<file path="config.mk">
export PLATFORM = sky130hd
export DESIGN_NAME = deser_rev
export DESIGN_NICKNAME = d
export VERILOG_FILES = /design/src/rtl/deser_rev.sv
export SDC_FILE = /design/constraint.sdc
export NUM_CORES = 1
export LEC_CHECK = 0
export ABC_AREA = 1
export CELL_PAD_IN_SITES_DETAIL_PLACEMENT = 1
export CELL_PAD_IN_SITES_GLOBAL_PLACEMENT = 1
export CORE_AREA = 10 10 66 68
export CTS_CLUSTER_DIAMETER = 200
export CTS_CLUSTER_SIZE = 25
export DETAILED_ROUTE_END_ITERATION = 8
export DIE_AREA = 0 0 76 78
export PLACE_DENSITY_LB_ADDON = 0.05
export REMOVE_ABC_BUFFERS = 1
export SLEW_MARGIN = 10
export SYNTH_ARGS = -nofsm -noshare
export SYNTH_HDL_FRONTEND = slang
export SYNTH_SLANG_ARGS = --single-unit
</file>
<file path="constraint.sdc">
create_clock -name clk -period 1.45 [get_ports clk]
set_input_delay 0.145 -clock clk [delete_from_list [all_inputs] [get_ports clk]]
set_output_delay 0.145 -clock clk [all_outputs]
set_load 0.01 [all_outputs]
</file>
<file path="src/rtl/deser_rev.sv">
// rtl/deser_rev.sv - serial-to-parallel receiver with selectable LSB/MSB-first bit order
module deser_rev #(
    parameter int N  = 8,
    parameter int CW = $clog2(N)
) (
    input  logic         clk,
    input  logic         rstn,
    input  logic         sin,
    input  logic         sin_valid,
    input  logic         sin_first,
    input  logic         rev,
    output logic [N-1:0] q,
    output logic         q_valid,
    input  logic         q_ready,
    output logic         ovf,
    input  logic         ovf_clr
);

    typedef enum logic [1:0] {
        IDLE  = 2'd0,
        SHIFT = 2'd1,
        HOLD  = 2'd2
    } state_t;

    state_t        state;
    logic [CW-1:0] count;
    logic          rev_l;

    logic          start;
    logic          shift_bit;
    logic          wr_en;
    logic          wr_rev;
    logic [CW-1:0] wr_k;
    logic [CW-1:0] wr_idx;
    logic          ovf_set;
    logic          last_bit;

    // Decode which bit (if any) lands in q this cycle and whether a bit is lost.
    always_comb begin
        start     = sin_valid && sin_first &&
                    (state == IDLE || state == SHIFT || (state == HOLD && q_ready));
        shift_bit = (state == SHIFT) && sin_valid && !sin_first;
        wr_en     = start || shift_bit;
        wr_rev    = start ? rev : rev_l;
        wr_k      = start ? '0 : count;
        wr_idx    = wr_rev ? (CW'(N - 1) - wr_k) : wr_k;
        last_bit  = shift_bit && (count == CW'(N - 1));
        ovf_set   = ((state == SHIFT) && sin_valid && sin_first) ||
                    ((state == HOLD) && !q_ready && sin_valid);
    end

    // Receive FSM: bit placement, word handoff and sticky overflow.
    always_ff @(posedge clk or negedge rstn) begin
        if (!rstn) begin
            state   <= IDLE;
            count   <= '0;
            rev_l   <= 1'b0;
            q       <= '0;
            q_valid <= 1'b0;
            ovf     <= 1'b0;
        end else begin
            // Only the addressed bit of q is written; untouched bits keep old data.
            for (int i = 0; i < N; i++) begin
                if (wr_en && (wr_idx == CW'(i))) begin
                    q[i] <= sin;
                end
            end

            // Set takes priority over a simultaneous clear.
            ovf <= ovf_set || (ovf && !ovf_clr);

            case (state)
                IDLE: begin
                    if (start) begin
                        rev_l <= rev;
                        count <= CW'(1);
                        state <= SHIFT;
                    end
                end
                SHIFT: begin
                    if (start) begin
                        // Resynchronise on a new frame marker mid-word.
                        rev_l <= rev;
                        count <= CW'(1);
                    end else if (last_bit) begin
                        count   <= '0;
                        q_valid <= 1'b1;
                        state   <= HOLD;
                    end else if (shift_bit) begin
                        count <= count + CW'(1);
                    end
                end
                HOLD: begin
                    if (q_ready) begin
                        q_valid <= 1'b0;
                        if (start) begin
                            rev_l <= rev;
                            count <= CW'(1);
                            state <= SHIFT;
                        end else begin
                            count <= '0;
                            state <= IDLE;
                        end
                    end
                end
                default: begin
                    count   <= '0;
                    q_valid <= 1'b0;
                    state   <= IDLE;
                end
            endcase
        end
    end

endmodule

</file>
# Word level (Yosys, flattened, before mapping)
# Index checks and enable logic that the tools add are counted.
[word_totals] ff_bits=16 inputBits=8 out_inout_bits=10
[op_classes] addsub=2 eq_ne=15 muxes=22 bitwise_logic=1 n_reduce_logical=34
[op_table] cell="$mux 3" count=7
[op_table] cell="$logic_and 1x1->1" count=18
[op_table] cell="$eq 3x3->1 const B" count=5
[op_table] cell="$pmux 3 s3" count=1
[op_table] cell="$mux 2" count=4
[op_table] cell="$ne 2x2->1 const B" count=4
[op_table] cell="$reduce_and 4->1" count=2
[op_table] cell="$mux 1" count=7
[op_table] cell="$eq 3x2->1 const B" count=2
[op_table] cell="$pmux 2 s3" count=1
[op_table] cell="$logic_or 1x1->1" count=5
[op_table] cell="$ne 4x4->1 const B" count=1
[op_table] cell="$add 3x1->3 const B" count=1
[op_table] cell="$eq 3x1->1 const B" count=1
[op_table] cell="$logic_not 1->1" count=3
[op_table] cell="$logic_not 3->1" count=1
[op_table] cell="$pmux 1 s3" count=1
[op_table] cell="$reduce_and 3->1" count=1
[op_table] cell="$sub 3x3->3 const A" count=1
[op_table] cell="$eq 2x1->1 const B" count=1
[op_table] cell="$eq 2x2->1 const B" count=1
[op_table] cell="$logic_not 2->1" count=1
[op_table] cell="$pmux 1 s2" count=1
[op_table] cell="$reduce_and 2->1" count=1
[op_table] cell="3 further kinds" count=3

# Depth between registers and ports, before layout
[logic_depth] depth_word=9 mapped_depth=11

# Least setup slack after synthesis
# No wires, ideal clock.
[synth_path] kind="flip-flop to flip-flop" startpoint="reg count[0]" endpoint="reg count[0]" arrival_ps=1262 required_time_ps=1322 path_slack_ps=60 path_stages_with_launch=7 n_path_buf=0 cell_sequence="dfrtp_1 ha_1 ha_1 nand4_1 nand2_1 o21ai_2 o21ai_1"
[synth_via] elab_chain_len=5 word_cells_on_any_way=9 classes_between="add/sub (1); eq/ne (2); mux (4); reduce/logical (2)"
[synth_rtl] element="start: declaration" line="26" text="logic [CW-1:0] count;"
[synth_rtl] element="start signal: assignment" line="90" text="count <= count + CW'(1);"
[synth_rtl] element="$add 3x1->3 / $eq 3x3->1 (equally long branches)" line="90, 47"
[synth_rtl] element="$mux 3 / $logic_and 1x1->1 (equally long branches)" line="89, 47"
[synth_rtl] element="$mux 3" line="85" text="end else if (last_bit) begin"
[synth_rtl] element="$mux 3" line="81" text="if (start) begin"
[synth_rtl] element="$pmux 3 s3" line="72" text="case (state)"
# Several ways; a longest one is shown, not always the timed one. The select of a mux whose other input is x is not followed.
# A chain may end at the register's enable or synchronous reset.

# Final worst setup path
[layout_path] startpoint="reg state[1]" endpoint="reg q[6]"
[layout_via] elab_chain_len=9 word_cells_on_any_way=16 classes_between="add/sub (1); eq/ne (3); mux (3); reduce/logical (9)"
[layout_rtl] element="start: declaration" line="25" text="state_t state;"
[layout_rtl] element="start signal: assignment" line="55" text="state <= IDLE;"
[layout_rtl] element="start signal: assignment" line="77" text="state <= SHIFT;"
[layout_rtl] element="start signal: assignment" line="88" text="state <= HOLD;"
[layout_rtl] element="$eq 2x1->1 (tied with other cells)" line="41, 42"
[layout_rtl] element="$logic_or 1x1->1 / $logic_and 1x1->1 (equally long branches)" line="41" text="(state == IDLE || state == SHIFT || (state == HOLD && q_ready));"
[layout_rtl] element="$logic_or 1x1->1" line="41"
[layout_rtl] element="$logic_and 1x1->1" line="40" text="start = sin_valid && sin_first &&"
[layout_rtl] element="$mux 3" line="45" text="wr_k = start ? '0 : count;"
[layout_rtl] element="$sub 3x3->3" line="46" text="wr_idx = wr_rev ? (CW'(N - 1) - wr_k) : wr_k;"
[layout_rtl] element="$mux 3" line="46"
[layout_rtl] element="$eq 3x3->1" line="64" text="if (wr_en && (wr_idx == CW'(i))) begin"
[layout_rtl] element="$logic_and 1x1->1 *" line="64"
[layout_rtl] element="end signal: indexed assignment" line="65" text="q[i] <= sin;"
[layout_rtl] element="end: declaration" line="12" text="output logic [N-1:0] q,"
# Mark *: on every way between the ends. The rest lies on a longest branch, timed or not.

==> results by stage <==
Yosys:
- The average cell area after synthesis is 7.60 sq um.
- After synthesis the netlist holds a flip-flop and latch count of 16.
- The register area share after synthesis is between 40% and 50%.
- The synthesized area is ~1000 sq um.
- Counting every instance in the synthesized netlist gives roughly 130.
- Counting distinct cell types in the post-synthesis netlist gives 21.
- Yosys printed 0 warnings.

Clocking:
- After clock tree synthesis, the clock-pin slew on the worst setup and hold paths is 0.11 ns.
- The CTS buffer count is 3.
- Clock tree synthesis selected as its root buffer the cell sky130_fd_sc_hd__clkbuf_4.
- The deepest level of the CTS H-tree is 1.
- The number of hold buffers added after cts is 0.
- The clock tree from TritonCTS is done.
- The clock reaches the later pin of the worst-skew pair after 0.30 ns.
- No sink is reached through more buffers than the 2 on the longest clock path.
- For this design, the sink count on the clock tree is 16.

Pwr:
- The net switching power is roughly 0.0010 W.
- The maximum vdd drop is between 0.7 and 0.8 mV.
- In this run the static leakage power is 0.763 nW.
- The design draws between 0.002 and 0.0025 W.
- The proportion of total power due to net switching is about two fifths.
- Registers are responsible for between 20% and 30% of the overall power.
- The internal portion of total power is around 0.0014 W.
- The fraction of power consumed by the clock network is 12.9%.
- The combinational fraction of design power is around 58%.
- For this design the ratio of total power to cell area is ~1600 nW/um^2.

Detailed routing:
- In this run the remaining antenna-violating nets after routing total 0.
- Using the TritonRoute via totals, the vias-per-cell ratio works out to approximately 4.6.
- After detailed routing, the number of remaining DRC violations is 0.
- The pre-antenna-repair detailed-routing pass consisted of 3 iterations.
- In the final routed layout, each cell accounts on average for 14.5 microns.
- Summed over all layers, the routed wires come to 3.23 mm.
- Detailed routing inserted a total of about 1.0k vias.
- After the first detailed-routing iteration, the DRC count stood at 42.

Placed design:
- The count of input and output buffers is 17.
- Detailed placement finished with a half-perimeter wire length of ~2.2 mm.
- The final estimated routing congestion in global placement is approximately 0.8.

Timing:
- The worst path uses 105% of the clock period.
- The tightest hold path in the finished design has a slack of between 0.15 and 0.2 ns.
- The transition at the pin with the smallest max-transition slack is approximately 0.3 ns.
- The post-route clock skew is ~0.0024 ns.
- The max-slew violation total from the final report was 0.
- Setup repair after global routing could not meet its margin everywhere.
- The highest clock frequency the design can meet is around 660 MHz.
- After routing, the total negative slack on setup checks comes to -0.663 ns.
- The post-route minimum period is between 1.5 and 2 ns.
- The hold violation total from the final report was 0.
- Once routing completed, OpenROAD measured the worst setup slack at -0.0697 ns.
- In this run the tightest slew margin relative to its limit is 79.5%.
- Setup violations remaining at the end of the flow were counted as 13.

Die:
- The die outline area is just under 6000 sq um.
- The initial core utilization is 31.3%.
- The die extent in y is roughly 78 microns.
- For this design the top-level I/O count stands at 18.
- The floorplan step set the die width to around 76 microns.
- The initialized floorplan defines 21 standard-cell rows.
- The total area inside the core boundary comes to between 3000 and 4000 sq um.

Layout:
- In the layout the commonest cells are 38 x sky130_fd_sc_hd__nand2_1, 25 x sky130_fd_sc_hd__buf_4, 17 x sky130_fd_sc_hd__nand3_1, 17 x sky130_fd_sc_hd__clkdlybuf4s50_1, 16 x sky130_fd_sc_hd__dfrtp_1.
- The library cell used most frequently in the layout, excluding fill and tap cells, is sky130_fd_sc_hd__nand2_1.
- The antenna diode count is 0.
- The filler cell count in the final layout is 392.
- Relative to the synthesized area, the layout overhead comes to 57.3%.
- The count of nets after finishing is 188.
- The fraction of final layout cells sized beyond drive strength 1 is between 30 and 40%.

Hold path:
- The worst hold path class is in -> async.

GRT:
- The initial antenna violation count is 0.
- The global routing usage summed across all routing layers is a little over a tenth.
- The overflow left after global routing is 0.
- The first global-routing pass estimated around 5.2 mm of wire.
- The via count of the first global-routing pass is 1150.
- The maximum number of pins on one net before global-route repair is 17.

Setup path:
- The required time of the critical path is around 1.7 ns.
- The worst setup path is captured at a flop.
- The worst setup path is launched from a flop.
- Data arrives at the worst endpoint at 1.72 ns.
- The biggest fanout along the worst timing path is 4.
- The critical path in this run is classified as reg -> reg.

Outcome:
- The final reports fail on negative setup slack.
- The run finished, with violations left.

Job:
- The number of max-cap violations is 0.
-- flip-flops by register name, summed over array words and instances (netlist names) --
name     flops
q_valid      1
rev_l        1
q            8
ovf          1
state        2
count        3
-- cell usage after synthesis (all sizes together) --
cell type | number | share of area, %
nand2 | 57 | 24
nand3 | 21 | 12
dfrtp | 16 | 40
inv | 13 | 4.9
nor2 | 9 | 9.0
o21ai | 5 | 2.9
a21oi | 3 | 1.5
ha | 2 | 2.5
nand4 | 2 | 1.3
clkbuf | 1 | 0.38
clkinv | 1 | 0.50
o211ai | 1 | 0.75
-- power by group through the flow --
stage	Sequential (W)	Combinational (W)	Clock [W]
2_1_floorplan	0.000784	0.000628	0
3_3_place_gp	0.000716	0.00124	0
3_5_place_dp	0.000725	0.00126	0
4_1_cts	0.000716	0.00134	0.000326
5_1_grt	0.000740	0.00157	0.000353
6_report	0.000712	0.00142	0.000317
-- stage by stage --
step	setup WS (ns)	std cells	utilization (%)	cell area [sq um]
detailed placement	-0.343	208	41.9	1330
global placement	-0.290	208	41.9	1330
CTS	-0.0160	218	46.3	1470
finish	-0.0697	223	49.3	1570
floorplan	0.0598	130	-	992
global route	-0.185	223	49.3	1570
-- layer usage --
metal | vias to the layer above | track usage [%] | wire length (microns)
li1 | 513 | - | -
met1 | 499 | 10.9 | 1250
met2 | 16 | 19.8 | 1820
met3 | 6 | 2.30 | 95
met4 | 0 | 5.30 | 56
met5 | - | 0 | 0
-- path summary, 6_finish.rpt --
kind | startpoint | end | slack [ns] | cells past startpoint
min | rstn | q[7] | 0.17 | 2
max reg2reg | state[1] | q[6] | -0.07 | 10
min reg2reg | q[1] | q[1] | 0.48 | 2
min in group clk | ovf_clr | ovf | 0.41 | 2
max in group asynchronous | rstn | rev_l | 1.09 | 2
max | state[1] | q[6] | -0.07 | 10
-- worst max-delay path, cell delays in order, from the launching register on --
cell and delay [ns]:
sky130_fd_sc_hd__dfrtp_1 0.45, sky130_fd_sc_hd__nand2_2 0.11, sky130_fd_sc_hd__buf_4 0.15, sky130_fd_sc_hd__nand3_4 0.10
sky130_fd_sc_hd__nand2_1 0.08, sky130_fd_sc_hd__nand3_1 0.12, sky130_fd_sc_hd__nand2_2 0.10, sky130_fd_sc_hd__nor2_4 0.14
sky130_fd_sc_hd__nand2_1 0.06, sky130_fd_sc_hd__nand2_1 0.05, sky130_fd_sc_hd__nand2_1 0.05
-- logic make-up (layout without fill, tap and decap cells) --
kind of cell | Yosys count | after routing | share of synthesized area, %
AO/OA/AOI/OAI | 9 | 9 | 5.15
adder cells (fa/ha/maj) | 2 | 2 | 2.51
flip-flops | 16 | 16 | 40.2
AND/OR/NAND/NOR | 89 | 90 | 46.4
buffers and inverters | 15 | 60 | 5.78
-- layout make-up --
cell class / instances / area, sq um / share of cell area, %
Sequential cell: 16 / 400 / 25.6
Timing Repair Buffer: 42 / 358 / 22.8
Tap cell: 46 / 57.6 / 3.67
Clock buffer: 4 / 36.3 / 2.32
Inverter: 14 / 56.3 / 3.59
Multi-Input combinational cell: 101 / 658 / 42.0
-- timing repair --
action / CTS / global route
endpoints found under the setup margin: 11 / 13
cloned: 1 / 0
buffers inserted: 5 / 5
gates resized for setup: 14 / 13
pin swaps: 2 / 13
hold endpoints to repair: 0 / 0
(Power assumes the default switching activity.)
